--- src/rtl/micro_pkg.sv ---
// Shared definitions for the 8-bit micro control path: opcodes, FSM states,
// ALU select encodings and the decoded control word.
package micro_pkg;

  localparam logic [3:0] OP_NOP = 4'h0;
  localparam logic [3:0] OP_LDA = 4'h1;
  localparam logic [3:0] OP_STA = 4'h2;
  localparam logic [3:0] OP_ADD = 4'h3;
  localparam logic [3:0] OP_SUB = 4'h4;
  localparam logic [3:0] OP_NOR = 4'h5;
  localparam logic [3:0] OP_SHL = 4'h6;
  localparam logic [3:0] OP_SHR = 4'h7;
  localparam logic [3:0] OP_CLR = 4'h8;
  localparam logic [3:0] OP_JMP = 4'h9;
  localparam logic [3:0] OP_JZ  = 4'hA;
  localparam logic [3:0] OP_JC  = 4'hB;
  localparam logic [3:0] OP_HLT = 4'hF;

  typedef enum logic [2:0] {
    S_IDLE,
    S_FETCH,
    S_DECODE,
    S_MEMRD,
    S_MEMWR,
    S_EXEC,
    S_HALT
  } state_t;

  // ALU op select, shared with the ALU
  localparam logic [1:0] ALU_SHIFT = 2'b00;
  localparam logic [1:0] ALU_NOR   = 2'b01;
  localparam logic [1:0] ALU_ADD   = 2'b10;
  localparam logic [1:0] ALU_SUB   = 2'b11;

  // Sub-op select when ALU_SHIFT is selected
  localparam logic [1:0] LS_CLR = 2'b00;
  localparam logic [1:0] LS_SHL = 2'b01;
  localparam logic [1:0] LS_SHR = 2'b11;

  // Where DECODE sends the sequencer next
  typedef enum logic [2:0] {
    R_FETCH,
    R_JMP,
    R_JZ,
    R_JC,
    R_MEMRD,
    R_MEMWR,
    R_EXEC,
    R_HALT
  } route_t;

  typedef struct packed {
    route_t     route;
    logic [1:0] alu_sel;
    logic [1:0] load_shift;
    logic       acc_src;
    logic       upd_flags;
  } ctrl_word_t;

endpackage

--- src/rtl/micro_decode.sv ---
// Combinational opcode-to-control-word decoder.
module micro_decode
  import micro_pkg::*;
(
  input  logic [3:0] opcode,
  output ctrl_word_t ctrl
);

  // Map each opcode onto its route and EXEC-cycle datapath selects
  always_comb begin
    ctrl.route      = R_FETCH;
    ctrl.alu_sel    = ALU_SHIFT;
    ctrl.load_shift = LS_CLR;
    ctrl.acc_src    = 1'b0;
    ctrl.upd_flags  = 1'b0;
    unique case (opcode)
      OP_LDA: begin ctrl.route = R_MEMRD; ctrl.acc_src = 1'b1; end
      OP_STA: ctrl.route = R_MEMWR;
      OP_ADD: begin ctrl.route = R_MEMRD; ctrl.alu_sel = ALU_ADD; ctrl.upd_flags = 1'b1; end
      OP_SUB: begin ctrl.route = R_MEMRD; ctrl.alu_sel = ALU_SUB; ctrl.upd_flags = 1'b1; end
      OP_NOR: begin ctrl.route = R_MEMRD; ctrl.alu_sel = ALU_NOR; ctrl.upd_flags = 1'b1; end
      OP_SHL: begin ctrl.route = R_EXEC; ctrl.load_shift = LS_SHL; ctrl.upd_flags = 1'b1; end
      OP_SHR: begin ctrl.route = R_EXEC; ctrl.load_shift = LS_SHR; ctrl.upd_flags = 1'b1; end
      OP_CLR: begin ctrl.route = R_EXEC; ctrl.load_shift = LS_CLR; ctrl.upd_flags = 1'b1; end
      OP_JMP: ctrl.route = R_JMP;
      OP_JZ:  ctrl.route = R_JZ;
      OP_JC:  ctrl.route = R_JC;
      OP_HLT: ctrl.route = R_HALT;
      default: ctrl.route = R_FETCH;
    endcase
  end

endmodule

--- src/rtl/micro_control_unit.sv ---
// Multi-cycle sequencer for the 8-bit accumulator micro: fetch/decode/execute
// FSM, memory wait timeout and the architectural carry/zero flags.
module micro_control_unit
  import micro_pkg::*;
#(
  parameter int unsigned TIMEOUT = 15
) (
  input  logic       clk,
  input  logic       rst_n,
  input  logic [7:0] ir,
  input  logic       cout,
  input  logic       zout,
  input  logic       mem_rdy,
  output logic       mem_rd,
  output logic       mem_wr,
  output logic       addr_sel,
  output logic       ir_load,
  output logic       pc_inc,
  output logic       pc_load,
  output logic       mdr_load,
  output logic       acc_load,
  output logic       acc_src,
  output logic [1:0] alu_sel,
  output logic [1:0] load_shift,
  output logic       c_flag,
  output logic       z_flag,
  output logic       halted,
  output logic       fault
);

  state_t     state, state_next;
  ctrl_word_t ctrl;
  logic [7:0] wait_cnt;
  logic       waiting;
  logic       timeout_hit;

  // The address field reaches memory through the datapath mux, not through here
  logic ir_addr_unused;
  assign ir_addr_unused = ^ir[3:0];

  micro_decode u_decode (
    .opcode (ir[7:4]),
    .ctrl   (ctrl)
  );

  assign waiting     = (state == S_FETCH) || (state == S_MEMRD) || (state == S_MEMWR);
  assign timeout_hit = waiting && !mem_rdy && (wait_cnt == 8'(TIMEOUT - 1));

  // State register, wait counter, sticky fault and flags
  always_ff @(posedge clk or negedge rst_n) begin
    if (!rst_n) begin
      state    <= S_IDLE;
      wait_cnt <= '0;
      fault    <= 1'b0;
      c_flag   <= 1'b0;
      z_flag   <= 1'b0;
    end else begin
      state <= state_next;
      // Any state change clears the count, which covers entry to every wait state
      if (state_next != state)
        wait_cnt <= '0;
      else if (waiting && !mem_rdy)
        wait_cnt <= wait_cnt + 8'd1;
      if (timeout_hit)
        fault <= 1'b1;
      if (state == S_EXEC && ctrl.upd_flags) begin
        c_flag <= cout;
        z_flag <= zout;
      end
    end
  end

  // Next-state and output decode
  always_comb begin
    state_next = state;
    mem_rd     = 1'b0;
    mem_wr     = 1'b0;
    addr_sel   = 1'b0;
    ir_load    = 1'b0;
    pc_inc     = 1'b0;
    pc_load    = 1'b0;
    mdr_load   = 1'b0;
    acc_load   = 1'b0;
    acc_src    = 1'b0;
    alu_sel    = ALU_SHIFT;
    load_shift = LS_CLR;
    halted     = 1'b0;
    unique case (state)
      S_IDLE: state_next = S_FETCH;
      S_FETCH: begin
        mem_rd = 1'b1;
        if (mem_rdy) begin
          ir_load    = 1'b1;
          pc_inc     = 1'b1;
          state_next = S_DECODE;
        end else if (timeout_hit) begin
          state_next = S_HALT;
        end
      end
      S_DECODE: begin
        unique case (ctrl.route)
          R_JMP: begin pc_load = 1'b1;   state_next = S_FETCH; end
          R_JZ:  begin pc_load = z_flag; state_next = S_FETCH; end
          R_JC:  begin pc_load = c_flag; state_next = S_FETCH; end
          R_MEMRD: state_next = S_MEMRD;
          R_MEMWR: state_next = S_MEMWR;
          R_EXEC:  state_next = S_EXEC;
          R_HALT:  state_next = S_HALT;
          default: state_next = S_FETCH;
        endcase
      end
      S_MEMRD: begin
        mem_rd   = 1'b1;
        addr_sel = 1'b1;
        if (mem_rdy) begin
          mdr_load   = 1'b1;
          state_next = S_EXEC;
        end else if (timeout_hit) begin
          state_next = S_HALT;
        end
      end
      S_MEMWR: begin
        mem_wr   = 1'b1;
        addr_sel = 1'b1;
        if (mem_rdy)
          state_next = S_FETCH;
        else if (timeout_hit)
          state_next = S_HALT;
      end
      S_EXEC: begin
        acc_load   = 1'b1;
        acc_src    = ctrl.acc_src;
        alu_sel    = ctrl.alu_sel;
        load_shift = ctrl.load_shift;
        state_next = S_FETCH;
      end
      S_HALT: halted = 1'b1;
      default: state_next = S_IDLE;
    endcase
  end

endmodule

--- config.mk ---
export PLATFORM = sky130hd
export DESIGN_NAME = micro_control_unit
export DESIGN_NICKNAME = d
export VERILOG_FILES = /design/src/rtl/micro_pkg.sv /design/src/rtl/micro_decode.sv /design/src/rtl/micro_control_unit.sv
export SDC_FILE = /design/constraint.sdc
export NUM_CORES = 1
export LEC_CHECK = 0
export ABC_CLOCK_PERIOD_IN_PS = 1800
export CAP_MARGIN = 20
export CORE_MARGIN = 4
export CORE_UTILIZATION = 35
export DETAILED_ROUTE_END_ITERATION = 10
export PLACE_DENSITY_LB_ADDON = 0.05
export SETUP_SLACK_MARGIN = 0.02
export SYNTH_ARGS = -nofsm -noshare
export SYNTH_HDL_FRONTEND = slang
export SYNTH_SLANG_ARGS = --single-unit
--- constraint.sdc ---
create_clock -name clk -period 1.8 [get_ports clk]
set_input_delay 0.27 -clock clk [delete_from_list [all_inputs] [get_ports clk]]
set_output_delay 0.27 -clock clk [all_outputs]
set_load 0.02 [all_outputs]
=== After elaboration in Yosys (flattened, before gate mapping) ===
Cells that the tools add are included.

* Register bits: 14
* Input bits: 13
* Word-level logic and storage cells: 73
* Output and inout bits: 17

* Add/subtract/negate cells: 1
* Eq/ne operators: 27
* Muxes and demuxes: 26
* Reductions and logical operators: 14

{| class="wikitable"
|+ Operators by type and width
! operator !! number
|-
| equality test 3 bit, second input constant || 7
|-
| one-hot mux 3 bit (7 select lines) || 1
|-
| equality test 4 bit, second input constant || 5
|-
| one-hot mux 3 bit (6 select lines) || 1
|-
| equality test 4 x 3 -> 1 bit, second input constant || 4
|-
| 2-to-1 mux 8 bit || 2
|-
| equality test 3 x 2 -> 1 bit, second input constant || 4
|-
| 2-to-1 mux 1 bit || 12
|-
| 2-to-1 mux 3 bit || 4
|-
| one-hot mux 3 bit (4 select lines) || 1
|-
| adder 8 x 1 -> 8 bit, second input constant || 1
|-
| equality test 4 x 2 -> 1 bit, second input constant || 2
|-
| equality test 8 x 4 -> 1 bit, second input constant || 1
|-
| equality test 3 x 1 -> 1 bit, second input constant || 2
|-
| one-hot mux 2 bit (3 select lines) || 1
|-
| OR reduction 2 bit || 3
|-
| OR reduction 6 bit || 1
|-
| equality test 4 x 1 -> 1 bit, second input constant || 1
|-
| 2-to-1 mux 2 bit || 2
|-
| one-hot mux 2 bit (2 select lines) || 1
|-
| OR reduction 4 bit || 1
|-
| logical AND 1 bit || 3
|-
| zero test 3 bit || 1
|-
| inequality test 3 bit || 1
|-
| 5 further kinds || 6
|}

=== Longest topological paths before layout ===
Gate-level depths: netlist of run 1.

* Depth in word-level cells: 10
* Gate-level depth with buffers: 6

=== Cells and area by module ===
A second synthesis of run 1 with hierarchy kept.

* Cells, all modules: 125
* Area total of the unflattened synthesis: 1072.3 sq um

{| class="wikitable"
|+ By module, submodules not included
! module !! cells an instance !! seq. area each (sq um) !! instances !! area each (sq um)
|-
| micro_control_unit || 98 || 350.3 || 1 || 907.1
|-
| micro_decode || 27 || 0.0 || 1 || 165.2
|}

=== Least setup slack after synthesis of run 1 ===
No wires, ideal clock.

* Path type: register to register
* Start: reg state[1]
* End: reg c_flag
* Setup time: 0.125 ns
* Stages on the path, launching flop included: 5
* Data required time: 1.675 ns
* Data arrival time: 1.680 ns
* Slack: -0.005 ns
* Cells stage by stage: dfrtp_1 clkbuf_1 nor3_1 o21ai_0 mux2_2

* Word-level cells in the longest chain between the ends: 2

{| class="wikitable"
|+ Ends and longest elaborated chain
! item !! RTL line !! source
|-
| start: declaration || micro_control_unit.sv:31 || <nowiki>state_t state, state_next;</nowiki>
|-
| start signal: assignment || micro_control_unit.sv:58 || <nowiki>state <= state_next;</nowiki>
|-
| equality test 3 bit || micro_control_unit.sv:66 || <nowiki>if (state == S_EXEC && ctrl.upd_flags) begin</nowiki>
|-
| logical AND 1 bit || micro_control_unit.sv:66 ||
|-
| end signal: assignment || micro_control_unit.sv:67 || <nowiki>c_flag <= cout;</nowiki>
|-
| end: declaration || micro_control_unit.sv:25 || <nowiki>output logic c_flag,</nowiki>
|}

No other way between the ends.
A chain may end at the register's enable or synchronous reset.

=== Final worst setup path of run 1 ===
* Start: reg state[0]
* End: reg wait_cnt[7]

* Word-level cells in the longest chain between the ends: 10

{| class="wikitable"
|+ Ends and longest elaborated chain
! item !! RTL line !! source
|-
| equality test 3 x 1 -> 1 bit or equality test 3 x 2 -> 1 bit (tied branches) || micro_control_unit.sv:46, micro_control_unit.sv:88 ||
|-
| logical OR 1 bit (2 in a row) || micro_control_unit.sv:46 || <nowiki>assign waiting = (state == S_FETCH) || (state == S_MEMRD) || (state == S_MEMWR);</nowiki>
|-
| logical AND 1 bit || micro_control_unit.sv:47, micro_control_unit.sv:62 ||
|-
| logical AND 1 bit || micro_control_unit.sv:47 || <nowiki>assign timeout_hit = waiting && !mem_rdy && (wait_cnt == 8'(TIMEOUT - 1));</nowiki>
|-
| 2-to-1 mux 3 bit || micro_control_unit.sv:96, micro_control_unit.sv:118, micro_control_unit.sv:127 ||
|-
| 2-to-1 mux 3 bit, on equally long branches || micro_control_unit.sv:125, micro_control_unit.sv:92, micro_control_unit.sv:115 ||
|-
| one-hot mux 3 bit (6 select lines) || micro_control_unit.sv:88 || <nowiki>unique case (state)</nowiki>
|-
| inequality test 3 bit || micro_control_unit.sv:60 || <nowiki>if (state_next != state)</nowiki>
|-
| 2-to-1 mux 8 bit or nonzero test 2 bit (tied branches) || n/a ||
|-
| end signal: assignment || micro_control_unit.sv:63 || <nowiki>wait_cnt <= wait_cnt + 8'd1;</nowiki>
|-
| end: declaration || micro_control_unit.sv:33 || <nowiki>logic [7:0] wait_cnt;</nowiki>
|}

Several ways; a longest one is shown, not always the timed one.

==> out/metrics.yaml, run 1 <==
ys.flop_type: "dfrtp_1"
ios: 30
wl_um: 2996
fill_cells: 269
cts_tree: "done"
remaining_drc_errors: 0
peakVddDrop_v: 0.0006217
grt_max_degree: 15
clockRootBuffer: "clkbuf_4"
synthTopCellsByArea: "dfrtp_1 33%, nor2_1 6.3%, xnor2_1 4.9%"
relSlewSlack_pct: 72.45
crit_type: "reg2reg"
pwr-share-clk_pct: 11.6
drtIter0Drc: 37
core_um2: 2829
antenna_found_initial: 0
worst_slew_pin_slew_ns: 0.4123
synth.distinct_cells: 42
finalHoldViolCount: 0
period_share_pct: 99.34
min_period_ns: 1.788
die_area_um2: 3993
ys_ff_latch: 14
synth_top_area_share_pct: 32.86
status: "finished clean"
p_per_area_nw_per_um2: 1174
routed_via_density: 5.402
grtUsageTotal_pct: 15.11
worst_setup_path_end_kind: "register"
yosys.area.top_type: "dfrtp_1"
crit_chain: "buf_6 -> or3b_4 -> buf_8 -> a2111oi_4 -> xnor2_1 -> nor2_1"
setup_viol: 0
crit_fanout: 7
pwr-share-seq_pct: 23.2
area.growth.synth_to_final_pct: 52.70
hpwl_um: 2245
postSynthCellCount: 125
clk_latency_ns: 0.28
synthArstFlopShare_pct: 100.0
initial_utilization_pct: 37.68
die_width_um: 63.19
grt_first_pass_wirelength_um: 4899
first_global_vias: 1031
wl_per_cell_um: 14.69
grt_overflow: 0
hold_path.class: "in2async"
critical-path-slowest-cell: "or3b_4"
synth_edf_count: 0
ys_seq_area_share_pct: 32.86
row_count: 19
p_leak_nw: 0.7120
antenna_cells: 0
fin_worst_skew_ns: 0.006462
switchingPower_mw: 0.8429
cap_violations: 0
port_buffers: 25
cts_sinks: 14
syn_avg_cell_area_um2: 8.528
start_kind: "register"
comb_power_share_pct: 65.3
cts_made_buffers: 3
nets: 189
fmax_mhz: 559.2
rsz0062_at_grt: "yes"
whs_ns: 0.3030
drv_slew: 0
synth_nets: 140
synth_area_um2: 1066
vias: 1102
place.gp.congestion: 0.8021
switching_share_pct: 44.10
h-tree-depth: 1
utilization_pct: 57.54
arrival_ns: 1.95
ant_nets: 0
dr.pass1.iters: 4
yosys_warnings: 0
drive_above_1_share_pct: 37.57
crit_required_ns: 1.96
clockBufferDepth: 2
p_int_mw: 1.068
die_h_um: 63.19
clk_pin_slew_ns: 0.08
hold_buffers: 0
slowest_delay_ns: 0.42
==> cells by family after synthesis <==
logic type | count (synthesis) | synth area share, %
compound gates | 31 | 24.06
xor+xnor | 6 | 4.930
fa+ha+maj | 2 | 2.347
buf+inv | 18 | 7.863
flops | 14 | 32.86
mux | 2 | 2.113
simple gates | 52 | 25.82
==> cells in the final DEF, fill, tap and decap left out, drive strengths merged, types with 3 or more instances in the layout <==
| master | instances |
|---|---|
| and3 | 3 |
| dfrtp | 14 |
| a211oi | 6 |
| xnor2 | 6 |
| nor2 | 18 |
| a21oi | 6 |
| nand2 | 6 |
| a2111oi | 4 |
| inv | 8 |
| clkdlybuf4s50 | 10 |
| o21ai | 6 |
| buf | 39 |
| nand3 | 4 |
| clkbuf | 6 |
| nor3 | 5 |
==> area by class of cell <==
| class | count | area, um^2 | area share [%] |
|---|---|---|---|
| Multi-Input combinational cell | 93 | 732.0 | 44.97 |
| Timing Repair Buffer | 54 | 440.4 | 27.06 |
| Sequential cell | 14 | 350.3 | 21.52 |
| Tap cell | 31 | 38.79 | 2.383 |
| Clock buffer | 4 | 36.28 | 2.229 |
| Inverter | 8 | 30.03 | 1.845 |
==> synthesized netlist by cell type, drive strengths merged, types with 2 or more instances <==
cell,instances
nor2,18
nor2b,2
a21oi,6
nor3b,2
and2,2
a2111oi,4
xnor2,6
inv,8
clkbuf,6
nand2b,2
and3,3
nand3,4
nor3,5
mux2,2
a211oi,6
nand2,6
buf,4
dfrtp,14
o21ai,6
ha,2
==> metal layers <==
layer	GRT usage [%]	vias to the layer above	wire length (um)
li1	-	546	-
met1	20.68	520	1452
met2	24.90	34	1388
met3	3.552	2	141
met4	1.887	0	14
met5	0	-	0
==> critical path: cells and delay by family (launching register included) <==
kind / cells / cell delay (ns)
flip-flops: 1 / 0.40
XOR/XNOR: 1 / 0.15
AND/OR/NAND/NOR: 2 / 0.48
buffers and inverters: 2 / 0.30
AO/OA/AOI/OAI: 1 / 0.35
==> state kept, by name, summed over array words and instances, names as in the netlist <==
register  count
c_flag        1
fault         1
state         3
wait_cnt      8
z_flag        1
==> worst paths after layout <==
check / depth (start not counted) / startpoint / endpoint / slack, ns
worst max-delay path: 6 / state[0] / wait_cnt[7] / 0.01
worst min-delay path: 2 / rst_n / c_flag / 0.30
worst max register to register: 6 / state[0] / wait_cnt[7] / 0.01
worst min register to register: 1 / fault / fault / 0.47
max in group asynchronous: 2 / rst_n / wait_cnt[3] / 1.32
min in group clk: 1 / fault / fault / 0.47
==> power groups by stage <==
stage | logic [mW] | clock network, mW | registers (mW)
5_1_grt | 1.35 | 0.245 | 0.453
4_1_cts | 1.14 | 0.234 | 0.436
6_report | 1.25 | 0.221 | 0.443
2_1_floorplan | 0.569 | 0 | 0.483
3_3_place_gp | 1.10 | 0 | 0.437
3_5_place_dp | 1.12 | 0 | 0.440
==> repair_timing <==
action,4_1_cts,5_1_grt
setup buffers,2,1
pin swaps,5,8
setup endpoints to repair,19,19
resized for setup,55,26
==> stage by stage <==
| stage | instance area [um^2] | power [mW] | setup slack, ns | setup TNS [ns] | cells |
|---|---|---|---|---|---|
| 2_1_floorplan | 1074 | 1.052 | 0.08310 | 0 | 125 |
| 6_report | 1628 | 1.911 | 0.01185 | 0 | 204 |
| 3_5_place_dp | 1504 | 1.557 | -0.5532 | -3.587 | 197 |
| 4_1_cts | 1545 | 1.810 | -0.05005 | -0.05005 | 203 |
| 5_1_grt | 1628 | 2.048 | -0.1046 | -0.3381 | 204 |
| 3_3_place_gp | 1504 | 1.533 | -0.4902 | -3.040 | 197 |
No activity file was read; power rests on OpenSTA's default activity.
==> run 2: changes to the inputs <==
--- a/config.mk
+++ b/config.mk
@@ -5,6 +5,7 @@
 export SDC_FILE = /design/constraint.sdc
 export NUM_CORES = 1
 export LEC_CHECK = 0
+export ABC_AREA = 1
 export ABC_CLOCK_PERIOD_IN_PS = 1800
 export CAP_MARGIN = 20
 export CORE_MARGIN = 4
==> run 2 against run 1 <==
Compared with the run above:
- power rose by 21%
- area after synthesis rose by 0.12%
- cell count rose by 21%
- highest routed layer unchanged
- largest power group unchanged
- clock-buffer cell count did not move
- wire length fell by 4.2%
- first-iteration DRC count rose by 2.7%
- worst hold slack got worse by 0.012 ns
==> out/metrics.yaml, run 2 <==
wl_per_cell_um: 11.66
clockBufferDepth: 2
row_count: 19
ys_seq_area_share_pct: 32.83
worst_slew_pin_slew_ns: 0.3259
pre_cts_slack_ns: -0.4241
h-tree-depth: 1
routed_via_density: 4.752
crit_chain: "clkdlybuf4s50_1 -> nand2_2 -> inv_1 -> o21ai_0 -> nor2_1 -> clkdlybuf4s15_2"
ios: 30
finalHoldViolCount: 0
synth_top_area_share_pct: 32.83
setup_viol: 0
dp_cells: 235
p_per_area_nw_per_um2: 1298
largest_reg_flops: 8
die_area_um2: 3997
pwr-share-clk_pct: 10.2
ys.flop_type: "dfrtp_1"
port_buffers: 25
ant_nets: 0
period_share_pct: 98.14
total_power_mw: 2.306
rsz0062_at_grt: "yes"
hold_buffers: 0
regArea_um2: 350.3
ys_ff_latch: 14
fmax_mhz: 566.1
fin_worst_skew_ns: 0.001767
relSlewSlack_pct: 78.07
initial_utilization_pct: 37.73
syn_avg_cell_area_um2: 6.976
fill_cells: 274
hold_path.class: "in2async"
comb_power_share_pct: 71.2
dr.pass1.iters: 4
clockRootBuffer: "clkbuf_4"
die_width_um: 63.22
drive_above_1_share_pct: 46.51
place.gp.congestion: 0.8658
fin_tns_setup_ns: 0
critical-path-slowest-cell: "clkdlybuf4s50_1"
area.growth.synth_to_final_pct: 66.47
start_kind: "input pin"
path_delay_family: "buffers and inverters"
p_int_mw: 1.246
cap_violations: 0
worst_setup_path_end_kind: "output pin"
antenna_found_initial: 0
postSynthCellCount: 153
whs_ns: 0.2908
synth_area_um2: 1067
vias: 1169
crit_required_ns: 1.53
antenna_cells: 0
place_area_um2: 1554
peakVddDrop_v: 0.0005654
cts_made_buffers: 3
switchingPower_mw: 1.061
slowest_delay_ns: 0.46
synth.distinct_cells: 25
status: "finished clean"
finalInstanceArea_um2: 1777
synthMostInstantiatedCell: "nand2_1"
wl_um: 2869
synth_nets: 168
grt_overflow: 0
grtUsageTotal_pct: 14.15
clk_pin_slew_ns: 0.09
setup_ws_ns: 0.03341
remaining_drc_errors: 0
core_um2: 2829
grt_max_degree: 15
min_period_ns: 1.767
crit_fanout: 3
cts_sinks: 14
cp_num_buf_inv: 3
multi_input_comb_area_um2: 730.7
yosys_warnings: 0
finalNonFillerCells: 246
reg.largest.list: "wait_cnt: 8 flops, state: 3 flops"
synthTopCellsByArea: "dfrtp_1 33%, nand2_1 12%, inv_1 8.1%"
cts_tree: "done"
hpwl_um: 2176
crit_type: "in2out"
utilization_pct: 62.80
first_global_vias: 1069
drtIter0Drc: 38
arrival_ns: 1.50
pwr-share-seq_pct: 18.6
yosys-top-cells-count: "34 x nand2_1, 23 x inv_1, 22 x nor2_1"
die_h_um: 63.22
p_leak_nw: 0.8805
layout_commonest_cell: "buf_4"
synthArstFlopShare_pct: 100.0
switching_share_pct: 45.98
grt_first_pass_wirelength_um: 4526
layout_common_cells: "34 x buf_4, 24 x nand2_1, 19 x inv_1"
regMostFlops: "wait_cnt"
nets: 231
synth_edf_count: 0
yosys.area.top_type: "dfrtp_1"
clk_latency_ns: 0.28
drv_slew: 0
run 2: changes by cell type in the layout (fill, tap and decap cells not counted), moves of 6 or more:
cell	delta
nand2_1	+18
nand2_2	+12
nor2_1	-7
nor2_2	+10
inv_2	+6
inv_1	+11
run 2: kinds of logic after synthesis:
family                   share of synthesized area, %
AND/OR/NAND/NOR                                 39.74
adder cells (fa/ha/maj)                         2.344
AO/OA/AOI/OAI                                   5.510
XOR/XNOR                                        5.745
multiplexers                                    2.110
buffers and inverters                           11.72
flip-flops                                      32.83
run 2: final timing paths:
kind,from,to,slack (ns),depth (start not counted)
max in group asynchronous,rst_n,wait_cnt[4],1.33,2
setup / recovery,ir[4],alu_sel[1],0.03,6
hold reg to reg,fault,fault,0.47,2
hold / removal,rst_n,state[1],0.29,2
min in group clk,fault,fault,0.47,2
setup reg to reg,state[2],wait_cnt[1],0.06,12
run 2: cell type report:
class	instances	share of cell area [%]
inverters	26	5.634
clock buffers	4	2.042
flip-flops and latches	14	19.72
multi-input cells	110	41.13
repair buffers	61	29.30
well taps	31	2.183
run 2: power by group through the flow:
stage | logic [mW] | clock network (mW) | registers [mW]
finish | 1.64 | 0.236 | 0.428
global route | 1.78 | 0.260 | 0.443
CTS | 1.32 | 0.250 | 0.427
detailed placement | 1.30 | 0 | 0.433
global placement | 1.29 | 0 | 0.432
floorplan | 0.736 | 0 | 0.460
run 2: timing repair:
action,4_1_cts,5_1_grt
resized for setup,53,49
pin swaps,2,10
cloned,0,0
endpoints found under the setup margin,22,22
setup buffers,0,7
run 2: worst reg2reg max path: stages (launching register included):
cell and delay, ns:
dfrtp_1 0.41, inv_2 0.14, buf_6 0.13, nand3_4 0.09, nand3_4 0.12, nand3_4 0.10
nand3_2 0.09, nand2_2 0.05, inv_2 0.06, nand4_1 0.10, nand2_2 0.10, nand3_4 0.15
nor2_2 0.14
run 2: per-layer routing:
metal	global-route usage, %	routed length [um]	vias to the layer above
li1	-	-	617
met1	17.29	1301	527
met2	24.24	1433	21
met3	2.842	101	4
met4	5.660	33	0
met5	0	0	-
==> run 3: changes to the inputs <==
--- a/config.mk
+++ b/config.mk
@@ -13,6 +13,7 @@
 export DETAILED_ROUTE_END_ITERATION = 10
 export PLACE_DENSITY_LB_ADDON = 0.05
 export SETUP_SLACK_MARGIN = 0.02
+export SKIP_CTS_REPAIR_TIMING = 1
 export SYNTH_ARGS = -nofsm -noshare
 export SYNTH_HDL_FRONTEND = slang
 export SYNTH_SLANG_ARGS = --single-unit
==> run 3 against run 2 <==
Compared with the run above:
- non-clock buffer count down 4
- via count down 2.1%
- worst setup slack better by 0.020 ns
- critical path type is now reg2out
- largest cell class unchanged
==> out/metrics.yaml, run 3 (same netlist as run 2, synthesis figures left out) <==
cts_made_buffers: 3
die_width_um: 63.22
initial_utilization_pct: 37.73
layout_commonest_cell: "nand2_1"
grt_overflow: 0
regMostFlops: "wait_cnt"
routed.top_layer: "met4"
clk_pin_slew_ns: 0.09
hpwl_um: 2176
r2r_start: "state[0]"
first_global_vias: 1056
cts_sinks: 14
ios: 30
wl_um: 2835
finalNonFillerCells: 242
die_area_um2: 3997
critPathCapture: "load_shift[1]"
drt-met1-wl_um: 1354
nets: 227
crit_fanout: 5
largest_reg_flops: 8
dr.pass1.iters: 4
rsz0062_at_grt: "yes"
ant_nets: 0
drv_slew: 0
min_period_ns: 1.747
routed_via_density: 4.727
core_um2: 2829
antenna_cells: 0
setup_viol: 0
whs_ns: 0.2873
r2r_cells: 11
clockBufferDepth: 2
cap_violations: 0
grt_max_degree: 15
worst_setup_path_end_kind: "output pin"
die_h_um: 63.22
worstReg2RegEnd: "wait_cnt[1]"
peakVddDrop_v: 0.0005480
hold_path.class: "in2async"
drtIter0Drc: 21
remaining_drc_errors: 0
port_buffers: 25
arrival_ns: 1.48
reg.largest.list: "wait_cnt: 8 flops, state: 3 flops"
crit_start: "state[2]"
crit_type: "reg2out"
fin_worst_skew_ns: 0.002671
status: "finished clean"
ff2ff_setup_slack_ns: 0.06
drive_above_1_share_pct: 40.28
relSlewSlack_pct: 78.02
p_per_area_nw_per_um2: 1263
worst_slew_pin_slew_ns: 0.3267
clockRootBuffer: "clkbuf_4"
clk_latency_ns: 0.29
grt_first_pass_wirelength_um: 4464
row_count: 19
vias: 1144
start_kind: "register"
wl_per_cell_um: 11.71
multi_input_comb_area_um2: 694.4
period_share_pct: 97.05
finalHoldViolCount: 0
layout_common_cells: "32 x nand2_1, 31 x buf_4, 19 x inv_1"
fmax_mhz: 572.4
area.growth.synth_to_final_pct: 55.92
crit_required_ns: 1.53
route.met3.wl_um: 75
cts_tree: "done"
p_leak_nw: 0.8828
place.gp.congestion: 0.8658
antenna_found_initial: 0
grtUsageTotal_pct: 13.96
wl_met2_um: 1371
fill_cells: 293
dp_cells: 235
h-tree-depth: 1
regArea_um2: 350.3
[run 3: cell types whose count changed in the layout (fill, tap and decap cells not counted), sizes merged]
cell | previous run | this run
buf | 41 | 35
clkbuf | 6 | 14
clkdlybuf4s15 | 7 | 0
clkdlybuf4s50 | 9 | 8
clkinv | 0 | 1
dlygate4sd2 | 1 | 0
dlymetal6s2s | 1 | 4
inv | 26 | 25
[run 3: layer usage]
layer / track usage, % / up-vias
li1: - / 603
met1: 17.40 / 518
met2: 23.72 / 19
met3: 2.487 / 4
met4: 5.660 / 0
met5: 0 / -
[run 3: stage by stage]
| stage | setup slack, ns | util (%) | power (mW) | cell area [um^2] | setup TNS [ns] |
|---|---|---|---|---|---|
| floorplan | -0.08496 | - | 1.196 | 1074 | -0.2655 |
| global placement | -0.3403 | 54.93 | 1.725 | 1554 | -4.198 |
| detailed placement | -0.4241 | 54.93 | 1.732 | 1554 | -4.903 |
| CTS | -0.5007 | 56.21 | 1.981 | 1590 | -5.204 |
| global route | -0.09737 | 58.82 | 2.282 | 1664 | -0.6139 |
| finish | 0.05302 | 58.82 | 2.102 | 1664 | 0 |
[run 3: area by class of cell]
class	instances	area share, %
tap	31	2.331
multi-input combinational	110	41.73
timing repair buffer	57	26.77
clock buffer	4	2.180
inverter	26	5.940
sequential	14	21.05
[run 3: critical path, stage by stage (launching register included)]
cell      delay, ns
dfrtp_1        0.39
inv_2          0.07
buf_4          0.15
nor2_4         0.14
inv_2          0.07
nor3_1         0.16
clkbuf_2       0.21
[run 3: where the power goes]
group,switching [mW],internal (mW)
Clock,0.115,0.123
Sequential,0.0467,0.380
Combinational,0.824,0.612
[run 3: worst min-delay path by stage]
stage,cells after the start,end,startpoint,slack (ns)
finish,2,state[1],rst_n,0.29
detailed placement,2,fault,fault,0.45
floorplan,0,c_flag,rst_n,-0.03
global route,2,state[1],rst_n,0.30
global placement,2,fault,fault,0.45
CTS,2,state[1],rst_n,0.28
==> variant (settings of run 2) <==
Register the output `c_flag` once more, with the module's reset; this adds one clock of latency there. The other outputs are not delayed to match.
--- a/src/rtl/micro_control_unit.sv
+++ b/src/rtl/micro_control_unit.sv
@@ -30,2 +30,4 @@
 
+  logic c_flag_s0;
+
   state_t     state, state_next;
@@ -54,3 +56,3 @@
       fault    <= 1'b0;
-      c_flag   <= 1'b0;
+      c_flag_s0 <= 1'b0;
       z_flag   <= 1'b0;
@@ -66,3 +68,3 @@
       if (state == S_EXEC && ctrl.upd_flags) begin
-        c_flag <= cout;
+        c_flag_s0 <= cout;
         z_flag <= zout;
@@ -103,3 +105,3 @@
           R_JZ:  begin pc_load = z_flag; state_next = S_FETCH; end
-          R_JC:  begin pc_load = c_flag; state_next = S_FETCH; end
+          R_JC:  begin pc_load = c_flag_s0; state_next = S_FETCH; end
           R_MEMRD: state_next = S_MEMRD;
@@ -141,2 +143,10 @@
 
+  always_ff @(posedge clk or negedge rst_n) begin
+    if (!rst_n) begin
+      c_flag <= '0;
+    end else begin
+      c_flag <= c_flag_s0;
+    end
+  end
+
 endmodule
Function: changed (a bounded check fails within 10 cycles, from zero or initial values and one cycle with rst_n low).
==> variant against run 2 <==
Worst setup slack got worse by 0.0021 ns. Non-clock buffer count fell by 5. Wire length fell by 4.1%. Power fell by 4.4%. Area after synthesis rose by 3.3%. Critical path depth rose by 2. Final area fell by 3.2%. Sequential cell count rose by 1. Synthesized cell count fell by 2.6%. Sequential power rose by 15%. Count of clock-buffer cells in the layout did not move. Highest routed layer unchanged.
==> variant: results (changes against run 2) <==
GRT
  • Largest net degree at the start of global routing: 16 (+1)
  • Gr usage total: 14.1% (-0.045 points)
  • Global Route met2 Usage: 24.9% (+0.66 points)
  • Vias in the first global route: 1,129 (+5.6%)
  • Met3 Resource Use GR: 2.46% (-0.38 points)
  • GR Layer Usage met1: 16.8% (-0.46 points)
  • First-pass GRT wire length: 4640 um (+2.6%)

Synthesis
  • Unique masters post-synth: 24 (-4.0%)
  • Synth area leaders: dfrtp_1 34%, nand2_1 13%, nand3_2 6.4%, inv_1 5.4%, nor2_1 5.4%
  • Syn avg cell area: 7.40 um^2 (+6.1%)
  • Yosys warning count: 0 (unchanged)
  • Syn nets: 164 (-2.4%)
  • Async set-reset flop share out of synthesis: 100% (unchanged)
  • Seq/Total Area, Yosys: 34.1% (+1.2 points)
  • Commonest cells post-synth: 38 x nand2_1, 16 x inv_1, 16 x nor2_1

Layout
  • Fraction of layout cells with a size suffix above 1: 43.5% (-3.0 points)
  • NumNets Final: 223 (-3.5%)
  • Finished Layout Cells: 251 (+2.0%)

Detailed routing
  • WL final: 2750 um (-4.1%)
  • Metal3 WL: 89 um (-12%)
  • Pre-antenna DRT Iters: 4 (unchanged)
  • Initial DRC count: 27 (-29%)
  • DR vias/cell: 4.66 (-2.0%)
  • DRT met1 WL: 1200 um (-7.6%)
  • Routed wl met2: 1420 um (-1.3%)

STA
  • Relative slew slack: 81.2% (+3.2 points)
  • Layout Skew: 0.00131 ns (-0.000457 ns)

Place
  • Placement Setup Slack: -0.361 ns (+0.0633 ns)
  • DPL Wire Length: 2070 um (-5.0%)
  • GPL Wtd Cong: 0.882 (+1.8%)

Pwr
  • Leak: 0.874 nW (-0.69%)
  • Switch Pwr: 1.03 mW (-3.2%)
  • Peak VDD IR: 754 uV (+33%)

Setup path
  • Critical path's slowest cell: clkdlybuf4s50_1
  • CP Max Fanout: 4 (+1)

Clocking
  • TritonCTS Buffers: 3 (unchanged)

Outcome
  • Status: finished clean
-- variant: path summary, 6_finish.rpt --
path | slack [ns] | cells after the start | endpoint | start
setup / recovery | 0.03 | 8 | pc_load | ir[7]
hold / removal | 0.29 | 2 | c_flag_s0 | rst_n
setup reg to reg | 0.09 | 12 | wait_cnt[2] | state[0]
hold reg to reg | 0.43 | 0 | c_flag | c_flag_s0
max in group asynchronous | 1.34 | 2 | wait_cnt[1] | rst_n
min in group clk | 0.43 | 0 | c_flag | c_flag_s0
-- variant: kinds of logic after synthesis --
kind of cell    Yosys count  synth area share (%)
buf+inv                  23                  8.85
fa+ha+maj                 2                  2.27
xor+xnor                  7                  5.56
compound gates            6                  2.72
mux                       2                  2.04
flops                    15                  34.1
simple gates             94                  44.5
-- variant: cell type report --
| cell class | count | area, um^2 |
|---|---|---|
| Sequential cell | 15 | 375 |
| Clock buffer | 4 | 26.3 |
| Inverter | 21 | 78.8 |
| Timing Repair Buffer | 56 | 459 |
| Fill cell | 301 | 1310 |
| Multi-Input combinational cell | 111 | 726 |
| Tap cell | 44 | 55.1 |
-- variant: metrics by stage --
step	cell area (um^2)	power, mW
after global placement	1610	1.85
after CTS	1630	2.02
after detailed placement	1610	1.85
after floorplan	1100	1.28
after global routing	1720	2.39
final	1720	2.21
-- variant: power by group through the flow --
stage | logic [mW] | clock network [mW] | registers (mW)
finish | 1.52 | 0.192 | 0.494
global route | 1.67 | 0.216 | 0.506
CTS | 1.33 | 0.197 | 0.492
detailed placement | 1.36 | 0 | 0.492
global placement | 1.36 | 0 | 0.492
floorplan | 0.767 | 0 | 0.517
-- variant: repair_timing --
item | 4_1_cts | 5_1_grt
buffers inserted | 0 | 2
pin swaps | 1 | 8
endpoints found under the setup margin | 16 | 21
gates resized for setup | 40 | 34
